File: config.mk
export PLATFORM = sky130hd
export DESIGN_NAME = cache_controller
export DESIGN_NICKNAME = d
export VERILOG_FILES = /design/src/rtl/cache_controller_pkg.sv /design/src/rtl/cache_controller_sat_counter.sv /design/src/rtl/cache_controller.sv
export SDC_FILE = /design/constraint.sdc
export NUM_CORES = 1
export LEC_CHECK = 0
export CAP_MARGIN = 10
export CORE_AREA = 3 3 115 117
export CTS_BUF_LIST = sky130_fd_sc_hd__clkbuf_8
export DETAILED_ROUTE_END_ITERATION = 12
export DIE_AREA = 0 0 118 120
export DONT_BUFFER_PORTS = 1
export HOLD_SLACK_MARGIN = 0.08
export PLACE_DENSITY = 0.49
export SYNTH_ARGS = -nofsm -noshare
export SYNTH_HDL_FRONTEND = slang
export SYNTH_SLANG_ARGS = --single-unit
File: constraint.sdc
create_clock -name clk -period 2.1 [get_ports clk]
set_clock_uncertainty 0.05 [all_clocks]
set_input_delay 0.42 -clock clk [delete_from_list [all_inputs] [get_ports clk]]
set_output_delay 0.42 -clock clk [all_outputs]
set_load 0.1 [all_outputs]
File: src/rtl/cache_controller_pkg.sv
// Shared definitions for the MEM-stage cache controller and its neighbours
// (2-way data cache, SRAM controller).
//   - CACHE_BASE_ADDR : byte offset removed from CPU addresses before word conversion
//   - CACHE_ADDR_W    : word-address width used by the cache and the SRAM controller
//   - DATA_W          : CPU data / address width
//   - state_t         : controller state encoding (IDLE=0, READ_MISS=1, WRITE=2, DONE=3)
package cache_controller_pkg;

  localparam int unsigned CACHE_BASE_ADDR = 1024;
  localparam int unsigned CACHE_ADDR_W    = 18;
  localparam int unsigned DATA_W          = 32;

  typedef enum logic [1:0] {
    IDLE      = 2'd0,
    READ_MISS = 2'd1,
    WRITE     = 2'd2,
    DONE      = 2'd3
  } state_t;

endpackage

File: src/rtl/cache_controller_sat_counter.sv
// Saturating up-counter: increments on i_inc, sticks at all-ones.
// Ports:
//   clk, rst  : clock, synchronous active-high reset (clears to zero)
//   i_inc     : count enable, one increment per cycle
//   o_count   : current count
module cache_controller_sat_counter #(
  parameter int unsigned W = 16
) (
  input  logic         clk,
  input  logic         rst,
  input  logic         i_inc,
  output logic [W-1:0] o_count
);

  logic [W-1:0] r_count;

  // Hold at all-ones instead of wrapping
  always_ff @(posedge clk) begin
    if (rst) begin
      r_count <= '0;
    end else if (i_inc && (r_count != {W{1'b1}})) begin
      r_count <= r_count + W'(1);
    end
  end

  assign o_count = r_count;

endmodule

File: src/rtl/cache_controller.sv
// MEM-stage cache controller: read hits served from the cache in the same
// cycle, read misses fetched from SRAM and filled into the cache, stores
// written through to SRAM with the cached copy invalidated on a hit.
// Ports:
//   clk, rst            : clock, synchronous active-high reset
//   mem_r_en, mem_w_en  : load / store request from MEM stage (store wins)
//   address, wdata      : CPU byte address and store data
//   rdata, ready        : load data to WB, 0 = freeze pipeline
//   cache_*             : read (LRU), fill, invalidate, word address, fill data,
//                         hit and read data from the cache
//   sram_*              : read / write request (held until sram_ready),
//                         word address, write data, read data, completion pulse
//   hit_count, miss_count : saturating read hit / miss counters
module cache_controller
  import cache_controller_pkg::*;
#(
  parameter int unsigned BASE_ADDR = CACHE_BASE_ADDR,
  parameter int unsigned ADDR_W    = CACHE_ADDR_W,
  parameter int unsigned CNT_W     = 16
) (
  input  logic              clk,
  input  logic              rst,
  input  logic              mem_r_en,
  input  logic              mem_w_en,
  input  logic [DATA_W-1:0] address,
  input  logic [DATA_W-1:0] wdata,
  output logic [DATA_W-1:0] rdata,
  output logic              ready,
  output logic              cache_rd_en,
  output logic              cache_wr_en,
  output logic              cache_invalidate,
  output logic [ADDR_W-1:0] cache_address,
  output logic [DATA_W-1:0] cache_wdata,
  input  logic              cache_hit,
  input  logic [DATA_W-1:0] cache_rdata,
  output logic              sram_rd_en,
  output logic              sram_wr_en,
  output logic [ADDR_W-1:0] sram_address,
  output logic [DATA_W-1:0] sram_wdata,
  input  logic [DATA_W-1:0] sram_rdata,
  input  logic              sram_ready,
  output logic [CNT_W-1:0]  hit_count,
  output logic [CNT_W-1:0]  miss_count
);

  state_t            r_state;
  logic [DATA_W-1:0] r_rdata;

  logic [DATA_W-1:0] w_offset;
  logic [ADDR_W-1:0] w_word;
  logic              w_idle;
  logic              w_rd_req;
  logic              w_rd_hit;
  logic              w_rd_miss;
  logic              w_unused_offset;

  // Byte address -> word address relative to BASE_ADDR
  assign w_offset        = address - DATA_W'(BASE_ADDR);
  assign w_word          = w_offset[ADDR_W+1:2];
  assign w_unused_offset = ^{w_offset[DATA_W-1:ADDR_W+2], w_offset[1:0]};

  assign cache_address = w_word;
  assign sram_address  = w_word;
  assign sram_wdata    = wdata;
  assign cache_wdata   = sram_rdata;

  // A store takes priority, so a read only counts when no store is present
  assign w_idle    = (r_state == IDLE);
  assign w_rd_req  = mem_r_en && !mem_w_en;
  assign w_rd_hit  = w_idle && w_rd_req && cache_hit;
  assign w_rd_miss = w_idle && w_rd_req && !cache_hit;

  // State and load-data register
  always_ff @(posedge clk) begin
    if (rst) begin
      r_state <= IDLE;
      r_rdata <= '0;
    end else begin
      case (r_state)
        IDLE: begin
          if (mem_w_en) begin
            r_state <= WRITE;
          end else if (w_rd_miss) begin
            r_state <= READ_MISS;
          end
        end
        READ_MISS: begin
          if (sram_ready) begin
            r_rdata <= sram_rdata;
            r_state <= DONE;
          end
        end
        WRITE: begin
          if (sram_ready) begin
            r_state <= DONE;
          end
        end
        DONE:    r_state <= IDLE;
        default: r_state <= IDLE;
      endcase
    end
  end

  // Handshake decode; hits must answer in the same cycle, so these follow inputs
  always_comb begin
    ready            = 1'b0;
    cache_rd_en      = 1'b0;
    cache_wr_en      = 1'b0;
    cache_invalidate = 1'b0;
    sram_rd_en       = 1'b0;
    sram_wr_en       = 1'b0;
    case (r_state)
      IDLE: begin
        ready            = !(mem_w_en || w_rd_miss);
        cache_rd_en      = w_rd_hit;
        cache_invalidate = mem_w_en && cache_hit;
      end
      READ_MISS: begin
        sram_rd_en  = 1'b1;
        cache_wr_en = sram_ready;
      end
      WRITE: begin
        sram_wr_en = 1'b1;
      end
      DONE: begin
        ready = 1'b1;
      end
      default: begin
        ready = 1'b0;
      end
    endcase
  end

  // Hit data bypasses the register; otherwise present the last filled word
  assign rdata = w_rd_hit ? cache_rdata : r_rdata;

  cache_controller_sat_counter #(.W(CNT_W)) u_hit_cnt (
    .clk     (clk),
    .rst     (rst),
    .i_inc   (w_rd_hit),
    .o_count (hit_count)
  );

  cache_controller_sat_counter #(.W(CNT_W)) u_miss_cnt (
    .clk     (clk),
    .rst     (rst),
    .i_inc   (w_rd_miss),
    .o_count (miss_count)
  );

endmodule

======== Word level (Yosys, flattened, before mapping) ========
Index checks and enable logic that the tools add are counted.
storage, ports and cells
  register bits after elaboration ......... 66
  input port bits ......................... 134
  output and inout bits ................... 170
  word-level logic and storage cells ...... 40
cells by class
  $add $sub $neg .......................... 3
  eq/ne operators ......................... 7
  multiplexer cells ....................... 11
  reductions and logical operators ........ 15
operators by type and width
  operator                                                                  count
  16-bit by 1-bit adder with 16-bit output (second input constant)          2
  32-bit 2-to-1 mux                                                         1
  16-bit inequality test (second input constant)                            2
  20-bit by 11-bit subtractor with 20-bit output (second input constant)    1
  1-bit logical AND                                                         7
  2-bit 2-to-1 mux                                                          3
  2-bit case mux with 3 select lines                                        1
  1-bit 2-to-1 mux                                                          5
  2-bit equality test (second input constant)                               2
  2-bit AND reduction                                                       2
  1-bit zero test                                                           3
  3-bit by 2-bit inequality test with 1-bit output (second input constant)  1
  2-bit by 1-bit equality test with 1-bit output (second input constant)    1
  2-bit zero test                                                           1
  2-bit by 1-bit inequality test with 1-bit output (second input constant)  1
  1-bit case mux with 2 select lines                                        1
  2-bit OR reduction                                                        1
  1-bit logical OR                                                          1

======== Logic depth before layout (Yosys ltp) ========
Gate-level depths: netlist of the first run.
  word-level depth ........................ 7
  depth in mapped cells ................... 7
  mapped depth without buffers ............ 6

======== Hierarchy ========
Synthesis of the first run repeated with hierarchy kept, for this count alone.
second synthesis, totals
  cells, all modules ...................... 516
  area total of the unflattened synthesis .. 4372.9 µm²
modules (own cells, without submodules)
  module                        times used  cells each  area each (µm²)  seq. area each (µm²)
  cache_controller              1           318         2676.3           680.7
  cache_controller_sat_counter  2           99          848.3            320.3

======== Least setup slack after synthesis of the first run ========
No wires, ideal clock.
  kind .................................... input to output
  start ................................... in address[10]
  end ..................................... out sram_address[17]
  data arrival time ....................... 3.551 ns
  data required time ...................... 1.630 ns
  path slack .............................. -1.921 ns
  cell stages on the path ................. 5
  buffers on the path ..................... 1
  cells stage by stage .................... inv_1 > nand3_1 > nor3_1 > xor2_1 > buf_4
between the ends
  word-level cells in the longest chain between the ends .. 1
RTL lines
  item                                            line                    RTL
  start: declaration                              cache_controller.sv:25  input logic [DATA_W-1:0] address,
  20-bit by 11-bit subtractor with 20-bit output  cache_controller.sv:58  assign w_offset = address - DATA_W'(BASE_ADDR);
  end: declaration                                cache_controller.sv:38  output logic [ADDR_W-1:0] sram_address,
Every way passes these cells.

======== Final worst setup path of the first run ========
  start ................................... reg r_state[0]
  end ..................................... out rdata[28]
between the ends
  word-level cells in the longest chain between the ends .. 4
RTL lines
  item                            line                     RTL
  start: declaration              cache_controller.sv:46   state_t r_state;
  start signal: assignment        cache_controller.sv:76   r_state <= IDLE;
  start signal: assignment        cache_controller.sv:82   r_state <= WRITE;
  start signal: assignment        cache_controller.sv:84   r_state <= READ_MISS;
  2-bit zero test                 cache_controller.sv:68   assign w_idle = (r_state == IDLE);
  1-bit logical AND (2 in a row)  cache_controller.sv:70   assign w_rd_hit = w_idle && w_rd_req && cache_hit;
  32-bit 2-to-1 mux               cache_controller.sv:135  assign rdata = w_rd_hit ? cache_rdata : r_rdata;
  end: declaration                cache_controller.sv:27   output logic [DATA_W-1:0] rdata,
Every way passes these cells.

==> results of run 1 <==
-- per-layer routing --
layer | vias to the layer above | GRT usage [%] | share of wire [%]
li1 | 1814 | - | -
met1 | 1764 | 19.3 | 40
met2 | 135 | 28.9 | 52
met3 | 35 | 5.18 | 6.2
met4 | 0 | 6.37 | 1.8
met5 | - | 0 | 0
-- per-stage QoR --
| stage | setup slack (ps) | utilization [%] | hold slack, ps | total power, mW |
|---|---|---|---|---|
| 2_1_floorplan | -665 | - | 387 | 4.07 |
| 3_3_place_gp | 41.4 | 40.6 | 387 | 3.66 |
| 3_5_place_dp | -11.0 | 40.6 | 391 | 3.67 |
| 6_report | -75.8 | 45.8 | 144 | 5.02 |
| 5_1_grt | -203 | 45.8 | 122 | 5.26 |
| 4_1_cts | -131 | 44.4 | 107 | 5.03 |
-- placed cells by master (no fill, tap or decap), drive strengths merged, types with 6 or more instances in the layout --
master,count
nand2,174
buf,80
dfxtp,66
a21oi,59
nor2,15
or3,14
clkbuf,14
o31ai,13
nand3,12
nor3,12
or4,11
inv,10
o21ai,8
nand4,8
ha,8
xor2,6
-- final timing paths --
kind	startpoint	endpoint	slack (ps)	cells after the start
hold / removal	sram_rdata[1]	r_rdata[1]$_SDFFE_PP0P_	140	2
hold reg to reg	r_rdata[30]$_SDFFE_PP0P_	r_rdata[30]$_SDFFE_PP0P_	400	2
setup reg to reg	r_state[0]$_SDFFE_PP0P_	u_hit_cnt.o_count[5]$_SDFFE_PP0P_	-60	8
setup / recovery	r_state[0]$_SDFFE_PP0P_	rdata[28]	-80	7
-- state kept, by name, summed over array words and instances (netlist names) --
signal              flops
u_miss_cnt.o_count     16
r_state                 2
r_rdata                32
u_hit_cnt.o_count      16
-- power by group through the flow --
stage | sequential (mW) | combinational (mW) | clock (mW)
after CTS | 1.39 | 2.43 | 1.21
after floorplan | 1.45 | 2.62 | 0
final | 1.39 | 2.48 | 1.15
after global routing | 1.40 | 2.60 | 1.26
after detailed placement | 1.41 | 2.26 | 0
after global placement | 1.41 | 2.25 | 0
-- synth_stat cells, types with 2 or more instances --
library cell	instances	area, µm²
nand2_1	174	653
buf_4	90	676
dfxtp_1	66	1320
a21oi_1	59	295
clkbuf_1	15	56.3
nor2_1	15	56.3
o31ai_1	13	97.6
or3_1	13	81.3
inv_1	12	45.0
nand3_1	12	60.1
nor3_1	12	60.1
or4_1	11	82.6
buf_1	8	30.0
ha_1	8	100
o21ai_0	8	40.0
nand4_1	7	43.8
xor2_1	6	52.6
and4_1	4	35.0
nor4_1	4	25.0
a31oi_1	3	18.8
and3_1	3	18.8
mux2i_1	3	30.0
nand2b_1	3	18.8
nor2b_1	3	18.8
a211oi_1	2	15.0
and4bb_2	2	25.0
-- repair_timing --
| item | 4_1_cts | 5_1_grt |
|---|---|---|
| hold buffers | 1 | 0 |
| buffers inserted | 6 | 2 |
| cloned | 1 | 2 |
| pin swaps | 24 | 37 |
| resized for setup | 48 | 26 |
| hold endpoints to repair | 63 | 0 |
| endpoints found under the setup margin | 37 | 50 |
-- cell type report --
| cell class | count | share of cell area, % |
|---|---|---|
| clock buffer | 12 | 2.89 |
| clock inverter | 4 | 0.854 |
| inverter | 13 | 1.07 |
| multi-input combinational | 384 | 51.8 |
| sequential | 66 | 24.1 |
| tap | 172 | 3.77 |
| timing repair buffer | 82 | 15.4 |
-- kinds of logic after synthesis --
family	synth area share, %
DFF	31.9
and+or+nand+nor	32.1
buffers and inverters	19.5
muxes	0.995
adders and majority gates	2.41
AOI/OAI and AO/OA	11.6
xor gates and xnor gates	1.48
==> flow_summary.json, run 1 <==
{
  "outcome": "finished with violations",
  "violations": "negative setup slack",
  "synth-seq-cells": 66,
  "gr-usage-all-layers_pct": 16.7,
  "final.period_utilization_pct": 104,
  "worst_setup_path_start_kind": "flop",
  "final_layout_size_suffix_gt1_share_pct": 42.8,
  "buffering_stage_count_on_the_worst_path_with_inverters_included": 3,
  "timing.critical_path.max_delay_family": "simple AND/OR/NAND/NOR gates",
  "drt_first_iter_violations": 194,
  "clock.fmax_ghz": 0.460,
  "vias_in_the_first_global_route": 3715,
  "hold_violations": 0,
  "peakVddDrop_mv": 0.712,
  "post-place-cells": 706,
  "critical_path.cell_chain": "inv_2 -> ha_4 -> nand4b_4 -> clkinv_4 -> clkbuf_16 -> nand2_2 -> nand2_8",
  "gp_congestion": 0.756,
  "criticalPathCategory": "flop to primary output",
  "clock_tree_from_tritoncts": "done",
  "htree_num_levels": 3,
  "worst_hold_path_type": "input pin to flop",
  "finish.cell_count_without_fillers": 733,
  "via_per_inst": 5.11,
  "power_density_nw_per_um2": 879,
  "nets": 698,
  "critPathCaptureType": "primary output",
  "final-max-slew-violation-count": 0,
  "initial_utilization_pct": 33.3,
  "number_of_design_rule_violations_left_after_detail_routing": 0,
  "async_reset_ff_share_pct": 0,
  "insertedDiodeCount": 0,
  "power_switching_share_pct": 47.2,
  "io_buffer_count": 0,
  "power_frac_seq_pct": 27.7,
  "p_comb_share_pct": 49.3,
  "multi_input_area_um2": 2960,
  "clockPowerShare_pct": 23.0,
  "clk_latency_ps": 350,
  "fp-row-count": 41,
  "postSynthCellCount": 575,
  "synth_area_um2": 4150,
  "totalNegativeSetupSlack_ps": -1860,
  "core_um2": 12500,
  "dieArea_um2": 14200,
  "static-leakage-power_nw": 2.13,
  "critical_path_required_ps": 1630,
  "p_int_mw": 2.65,
  "pin_count_of_the_biggest_net_entering_global_routing": 64,
  "routedWlPerCell_um": 16.1,
  "gr-total-overflow": 0,
  "arrival_ps": 1710,
  "sequential_area_share_after_synthesis_pct": 31.9,
  "synth_enable_flop_cells": 0,
  "largest_driver_fanout_on_the_critical_path": 9,
  "finalSetupViolCount": 36,
  "die_height_um": 120,
  "dp_hpwl_um": 8360,
  "areaGrowthSynthToFinish_pct": 37.7,
  "synthDistinctLibCells": 45,
  "drv_cap": 0,
  "grt_first_pass_wirelength_um": 19200,
  "cts.reportedPaths.clkPinSlew_ps": 80,
  "antenna_found_initial": 0,
  "detailed_place.area_um2": 5060,
  "yosysWarnings": 0,
  "drt_first_pass_iters": 4,
  "net-switching-power_mw": 2.37,
  "ant_nets": 0,
  "postSynthAreaPerCell_um2": 7.21,
  "timing.final.crit_period_ps": 2180,
  "cts-buffers-inserted": 9,
  "worst_path_max_delay_cell": "dfxtp_2",
  "num_io_pins": 304,
  "synth_top_flop_cell": "dfxtp_1",
  "fillCellCount": 1245,
  "grt_setup_unrepaired": "true",
  "final_instance_area_um2": 5710,
  "worst_slew_pin_slew_ps": 613,
  "ctsLongestPathBuffers": 2,
  "timing.final.ws_setup_ps": -75.8,
  "routed-via-count": 3748,
  "synthesis.nets": 717,
  "timing.max_slew.rel_slack_pct": 58.8,
  "cts_sinks": 66,
  "crit_path_max_incr_delay_ps": 330,
  "drt_wl_total_um": 11800,
  "floorplan.die.width_um": 118,
  "cts-root-buf": "clkbuf_8",
  "sequential_cell_area_um2": 1380
}
No activity file was read; power rests on OpenSTA's default activity.
==> inputs of run 2 (changes only) <==
--- a/config.mk
+++ b/config.mk
@@ -5,6 +5,7 @@
 export SDC_FILE = /design/constraint.sdc
 export NUM_CORES = 1
 export LEC_CHECK = 0
+export ABC_CLOCK_PERIOD_IN_PS = 2100
 export CAP_MARGIN = 10
 export CORE_AREA = 3 3 115 117
 export CTS_BUF_LIST = sky130_fd_sc_hd__clkbuf_8
@@ -16,3 +17,4 @@
 export SYNTH_ARGS = -nofsm -noshare
 export SYNTH_HDL_FRONTEND = slang
 export SYNTH_SLANG_ARGS = --single-unit
+export TNS_END_PERCENT = 50
==> run 2 against run 1 <==
Net effect:
- the flow still finishes with violations (negative setup slack)
- worst setup slack worse by 1.3 ps
- fmax hardly changed
- utilization is 1.2 points higher
- first-iteration DRC count is 34% lower
- wire length is 4.1% higher
- non-clock buffer count is 8 higher
- global-route usage is 0.40 points higher
- register-to-register slack hardly changed
- largest cell class unchanged
==> flow_summary.json, run 2 (same netlist as run 1, synthesis figures left out) <==
{
  "worst_slew_pin_slew_ps": 705,
  "io_buffer_count": 0,
  "cts_sinks": 66,
  "cts-root-buf": "clkbuf_8",
  "gp_congestion": 0.753,
  "clk_latency_ps": 350,
  "floorplan.die.width_um": 118,
  "static-leakage-power_nw": 2.15,
  "timing.final.ws_setup_ps": -77.1,
  "clock.fmax_ghz": 0.459,
  "dr.max_layer_used": "met5",
  "areaGrowthSynthToFinish_pct": 41.4,
  "drt_first_iter_violations": 129,
  "final_layout_size_suffix_gt1_share_pct": 43.5,
  "number_of_design_rule_violations_left_after_detail_routing": 0,
  "finalSetupViolCount": 33,
  "clock_tree_from_tritoncts": "done",
  "antenna_found_initial": 1,
  "final.period_utilization_pct": 104,
  "drt_first_pass_iters": 4,
  "num_io_pins": 304,
  "vias_in_the_first_global_route": 3643,
  "violations": "negative setup slack",
  "final-max-slew-violation-count": 0,
  "initial_utilization_pct": 33.3,
  "totalPowerFinal_mw": 5.15,
  "largest_register_ffs": 32,
  "dieArea_um2": 14200,
  "insertedDiodeCount": 0,
  "drt_wl_total_um": 12300,
  "most_common_library_cell_in_the_layout_ignoring_fill_and_taps": "nand2_1",
  "timing.max_slew.rel_slack_pct": 52.6,
  "ctsLongestPathBuffers": 2,
  "nets": 705,
  "detailroute.wirelength.met2_um": 6340,
  "routed-via-count": 3776,
  "timing.final.crit_period_ps": 2180,
  "ant_nets": 0,
  "drv_cap": 0,
  "power_density_nw_per_um2": 879,
  "peakVddDrop_mv": 0.649,
  "hold_violations": 0,
  "drt-met1-wl_um": 4920,
  "cts.reportedPaths.clkPinSlew_ps": 80,
  "gr-total-overflow": 0,
  "criticalPathCategory": "flop to primary output",
  "routedWlPerCell_um": 16.6,
  "fp-row-count": 41,
  "die_height_um": 120,
  "critPathCaptureType": "primary output",
  "cts-buffers-inserted": 9,
  "grt_setup_unrepaired": "true",
  "met3_length_um": 914,
  "htree_num_levels": 3,
  "mostFrequentLayoutCells": "nand2_1, buf_4, a21oi_1, nand2_2, dfxtp_1",
  "largest_driver_fanout_on_the_critical_path": 17,
  "dp_hpwl_um": 8280,
  "worst_hold_path_type": "input pin to flop",
  "via_per_inst": 5.10,
  "arrival_ps": 1710,
  "fin_hold_ws_ps": 144,
  "largest_register": "r_rdata",
  "gr-usage-all-layers_pct": 17.1,
  "outcome": "finished with violations",
  "grt_first_pass_wirelength_um": 19600,
  "worst_setup_path_start_kind": "flop",
  "core_um2": 12500,
  "pin_count_of_the_biggest_net_entering_global_routing": 58,
  "dp_slack_ps": -69.8,
  "critical_path_required_ps": 1630
}
## run 2: changes by cell type in the layout (fill, tap and decap cells not counted), sizes merged, moves of 2 or more
cell,change
buf,+5
clkbuf,-2
clkinv,-2
clkinvlp,+2
dlygate4sd3,+2
## run 2: layer usage
layer / vias up / GRT usage, %
met4: 2 / 4.03
met5: - / 0
li1: 1823 / -
met3: 17 / 6.13
met2: 143 / 30.1
met1: 1791 / 19.8
## run 2: critical path: stages, from the launching register on
cell	delay (ps)
dfxtp_2	330
inv_2	70
ha_4	150
nand4b_4	160
clkinv_4	140
buf_16	180
nand2_1	80
nand2_2	70
buf_12	170
## run 2: through the flow
| step | instances | utilization [%] | cell area (µm²) | TNS (ps) |
|---|---|---|---|---|
| 6_report | 740 | 47.0 | 5860 | -1300 |
| 5_1_grt | 740 | 47.0 | 5860 | -5000 |
| 4_1_cts | 732 | 45.2 | 5630 | -2810 |
| 3_5_place_dp | 703 | 40.1 | 5000 | -756 |
| 3_3_place_gp | 703 | 40.1 | 5000 | -89.4 |
| 2_1_floorplan | 575 | - | 4890 | -14320 |
## run 2: path summary, 6_finish.rpt
| check | endpoint | slack (ps) | start | cells after the start |
|---|---|---|---|---|
| setup / recovery | rdata[31] | -80 | r_state[1]$_SDFFE_PP0P_ | 8 |
| hold / removal | r_rdata[9]$_SDFFE_PP0P_ | 140 | sram_rdata[9] | 2 |
| setup reg to reg | u_hit_cnt.o_count[5]$_SDFFE_PP0P_ | -60 | r_state[1]$_SDFFE_PP0P_ | 8 |
| hold reg to reg | r_rdata[13]$_SDFFE_PP0P_ | 420 | r_rdata[13]$_SDFFE_PP0P_ | 2 |
## run 2: cell type report
class,instances,area (µm²)
Clock inverter,6,88.8
Timing Repair Buffer,90,1040
Tap cell,172,215
Sequential cell,66,1340
Inverter,13,66.3
Multi-Input combinational cell,383,2970
Clock buffer,10,138
Fill cell,1247,6600
## run 2: power by group
part           switching, mW  internal [mW]
clock network          0.530          0.703
logic                   1.82          0.687
registers             0.0651           1.35
total                   2.42           2.74
## run 2: timing repair
action,CTS,global route
gates cloned,3,2
setup buffers,8,6
hold buffers,2,1
gates resized for setup,63,40
endpoints found under the setup margin,42,49
hold endpoints to repair,57,1
pin swaps,18,22
==> inputs of run 3 (changes only) <==
--- a/config.mk
+++ b/config.mk
@@ -7,13 +7,13 @@
 export LEC_CHECK = 0
 export ABC_CLOCK_PERIOD_IN_PS = 2100
 export CAP_MARGIN = 10
-export CORE_AREA = 3 3 115 117
+export CORE_AREA = 2 2 118 120
 export CTS_BUF_LIST = sky130_fd_sc_hd__clkbuf_8
 export DETAILED_ROUTE_END_ITERATION = 12
-export DIE_AREA = 0 0 118 120
+export DIE_AREA = 0 0 120 122
 export DONT_BUFFER_PORTS = 1
 export HOLD_SLACK_MARGIN = 0.08
-export PLACE_DENSITY = 0.49
+export PLACE_DENSITY = 0.46
 export SYNTH_ARGS = -nofsm -noshare
 export SYNTH_HDL_FRONTEND = slang
 export SYNTH_SLANG_ARGS = --single-unit
==> constraint.sdc (replaced) <==
create_clock -name clk -period 2.1 [get_ports clk]
set_clock_uncertainty 0.05 [all_clocks]
set_input_delay 0.42 -clock clk [delete_from_list [all_inputs] [get_ports clk]]
set_output_delay 0.42 -clock clk [all_outputs]
set_load 0.005 [all_outputs]
==> run 3 against run 2 <==
Net effect:
- the flow now finishes without violations
- count of clock-buffer cells in the layout shrank 1
- flip-flop and latch count is the same
- combinational power decreased by 69%
- utilization decreased by 15 points
- register-to-register slack improved by 120 ps
- total power decreased by 32%
- sequential share of layout area up 7.9 points
- final cell count shrank 6.2%
- die area up 3.4%
- highest routed layer is now met4
==> flow_summary.json, run 3 (same netlist as run 1, synthesis figures left out) <==
{
  "gp_congestion": 0.725,
  "outcome": "completed",
  "clk_latency_ps": 360,
  "fillCellCount": 1471,
  "drt_wl_total_um": 11100,
  "drv_cap": 0,
  "drt_first_pass_iters": 4,
  "floorplan.die.width_um": 120,
  "cts-root-buf": "clkbuf_8",
  "die_height_um": 122,
  "areaGrowthSynthToFinish_pct": 3.56,
  "antenna_found_initial": 0,
  "ctsLongestPathBuffers": 2,
  "clock_tree_from_tritoncts": "done",
  "gr-total-overflow": 0,
  "timing.critical_path.max_delay_family": "simple AND/OR/NAND/NOR gates",
  "worst_path_max_delay_cell": "or4b_4",
  "power_density_nw_per_um2": 817,
  "routed-via-count": 3499,
  "cts.reportedPaths.clkPinSlew_ps": 80,
  "rr_startpoint": "r_state[0]$_SDFFE_PP0P_",
  "criticalPathCategory": "flop to flop",
  "htree_num_levels": 3,
  "hold_violations": 0,
  "final_layout_size_suffix_gt1_share_pct": 14.4,
  "insertedDiodeCount": 0,
  "largest_register_ffs": 32,
  "grt_first_pass_wirelength_um": 16200,
  "rrSetupSlack_ps": 60,
  "via_per_inst": 5.04,
  "cts-buffers-inserted": 9,
  "totalPowerFinal_mw": 3.51,
  "num_io_pins": 304,
  "arrival_ps": 2290,
  "finalSetupViolCount": 0,
  "worst_hold_path_type": "input pin to flop",
  "finish.cell_count_without_fillers": 694,
  "routedWlPerCell_um": 15.9,
  "crit_path_max_incr_delay_ps": 530,
  "endpoint_of_the_most_critical_setup_path": "u_hit_cnt.o_count[5]$_SDFFE_PP0P_",
  "nets": 651,
  "mostFrequentLayoutCells": "nand2_1, dfxtp_1, a21oi_1, buf_4, nor2_1",
  "initial_utilization_pct": 30.7,
  "final.period_utilization_pct": 97.0,
  "worst_setup_path_startpoint": "r_state[0]$_SDFFE_PP0P_",
  "post-place-cells": 669,
  "vias_in_the_first_global_route": 3204,
  "peakVddDrop_mv": 0.406,
  "timing.final.crit_period_ps": 2040,
  "io_buffer_count": 0,
  "critPathCaptureType": "flop",
  "min_path_cells": 2,
  "r2r_cells": 7,
  "dp_hpwl_um": 7670,
  "final-max-slew-violation-count": 0,
  "clock.fmax_ghz": 0.491,
  "timing.critical_path.depth": 7,
  "gr-usage-all-layers_pct": 14.3,
  "pin_count_of_the_biggest_net_entering_global_routing": 64,
  "dieArea_um2": 14600,
  "worst_setup_path_start_kind": "flop",
  "timing.max_slew.rel_slack_pct": 66.3,
  "critical_path_required_ps": 2350,
  "cts_sinks": 66,
  "number_of_design_rule_violations_left_after_detail_routing": 0,
  "drt_first_iter_violations": 117,
  "most_common_library_cell_in_the_layout_ignoring_fill_and_taps": "nand2_1",
  "fp-row-count": 43,
  "buffering_stage_count_on_the_worst_path_with_inverters_included": 2,
  "critical_path.cell_chain": "inv_2 -> ha_4 -> nand4b_4 -> buf_12 -> or3_4 -> or4b_4 -> a21oi_2",
  "core_um2": 13500,
  "largest_register": "r_rdata",
  "grt_setup_unrepaired": "true",
  "regToRegEndpoint": "u_hit_cnt.o_count[5]$_SDFFE_PP0P_",
  "worst_slew_pin_slew_ps": 502,
  "largest_driver_fanout_on_the_critical_path": 6,
  "static-leakage-power_nw": 1.61,
  "ant_nets": 0
}
run 3: worst min-delay path by stage:
stage,from,to,slack (ps)
2_1_floorplan,r_rdata[0]$_SDFFE_PP0P_,r_rdata[0]$_SDFFE_PP0P_,390
3_3_place_gp,r_rdata[24]$_SDFFE_PP0P_,r_rdata[24]$_SDFFE_PP0P_,390
3_5_place_dp,r_rdata[24]$_SDFFE_PP0P_,r_rdata[24]$_SDFFE_PP0P_,390
4_1_cts,sram_rdata[7],r_rdata[7]$_SDFFE_PP0P_,100
5_1_grt,sram_rdata[7],r_rdata[7]$_SDFFE_PP0P_,110
6_report,sram_rdata[7],r_rdata[7]$_SDFFE_PP0P_,130
run 3: where the power goes:
part | internal, mW | switching (mW)
logic | 0.339 | 0.449
clock network | 0.788 | 0.537
registers | 1.35 | 0.0478
total | 2.47 | 1.03
run 3: through the flow:
step	util, %	setup TNS [ps]	setup WS (ps)	hold slack (ps)	instance area (µm²)
after floorplan	-	0	86.7	387	4150
after global placement	28.4	0	77.7	387	3840
after detailed placement	28.4	0	21.0	391	3840
after CTS	30.9	0	0.161	98.4	4170
after global routing	31.8	-754	-34.9	112	4300
final	31.8	0	63.9	131	4300
run 3: layout make-up:
cell class	count	area, µm²	area share, %
tap	180	225	5.24
sequential	66	1320	30.8
clock buffer	9	124	2.88
timing repair buffer	36	387	9.00
multi-input combinational	383	2060	48.0
inverter	13	53.8	1.25
clock inverter	7	119	2.77
run 3: worst register-to-register path: cells and delay by family (launching register included):
family | cells | cell delay, ps
simple gates | 3 | 1050
buf+inv | 2 | 260
fa+ha+maj | 1 | 150
compound gates | 1 | 130
flops | 1 | 330
run 3: layer usage:
metal / vias up / track usage (%) / part of all wire [%]
met4: 0 / 8.97 / 3.4
met2: 148 / 23.6 / 48
li1: 1723 / - / -
met5: - / 0 / 0
met3: 32 / 5.29 / 7.1
met1: 1596 / 15.6 / 41
run 3: what timing repair did:
item                       in CTS  in global routing
hold endpoints to repair       63                  0
gates resized for setup         7                 12
cloned                          1                  2
pin swaps                       2                  5
hold buffers                    1                  0
setup endpoints to repair      33                 33
setup buffers                   1                  4
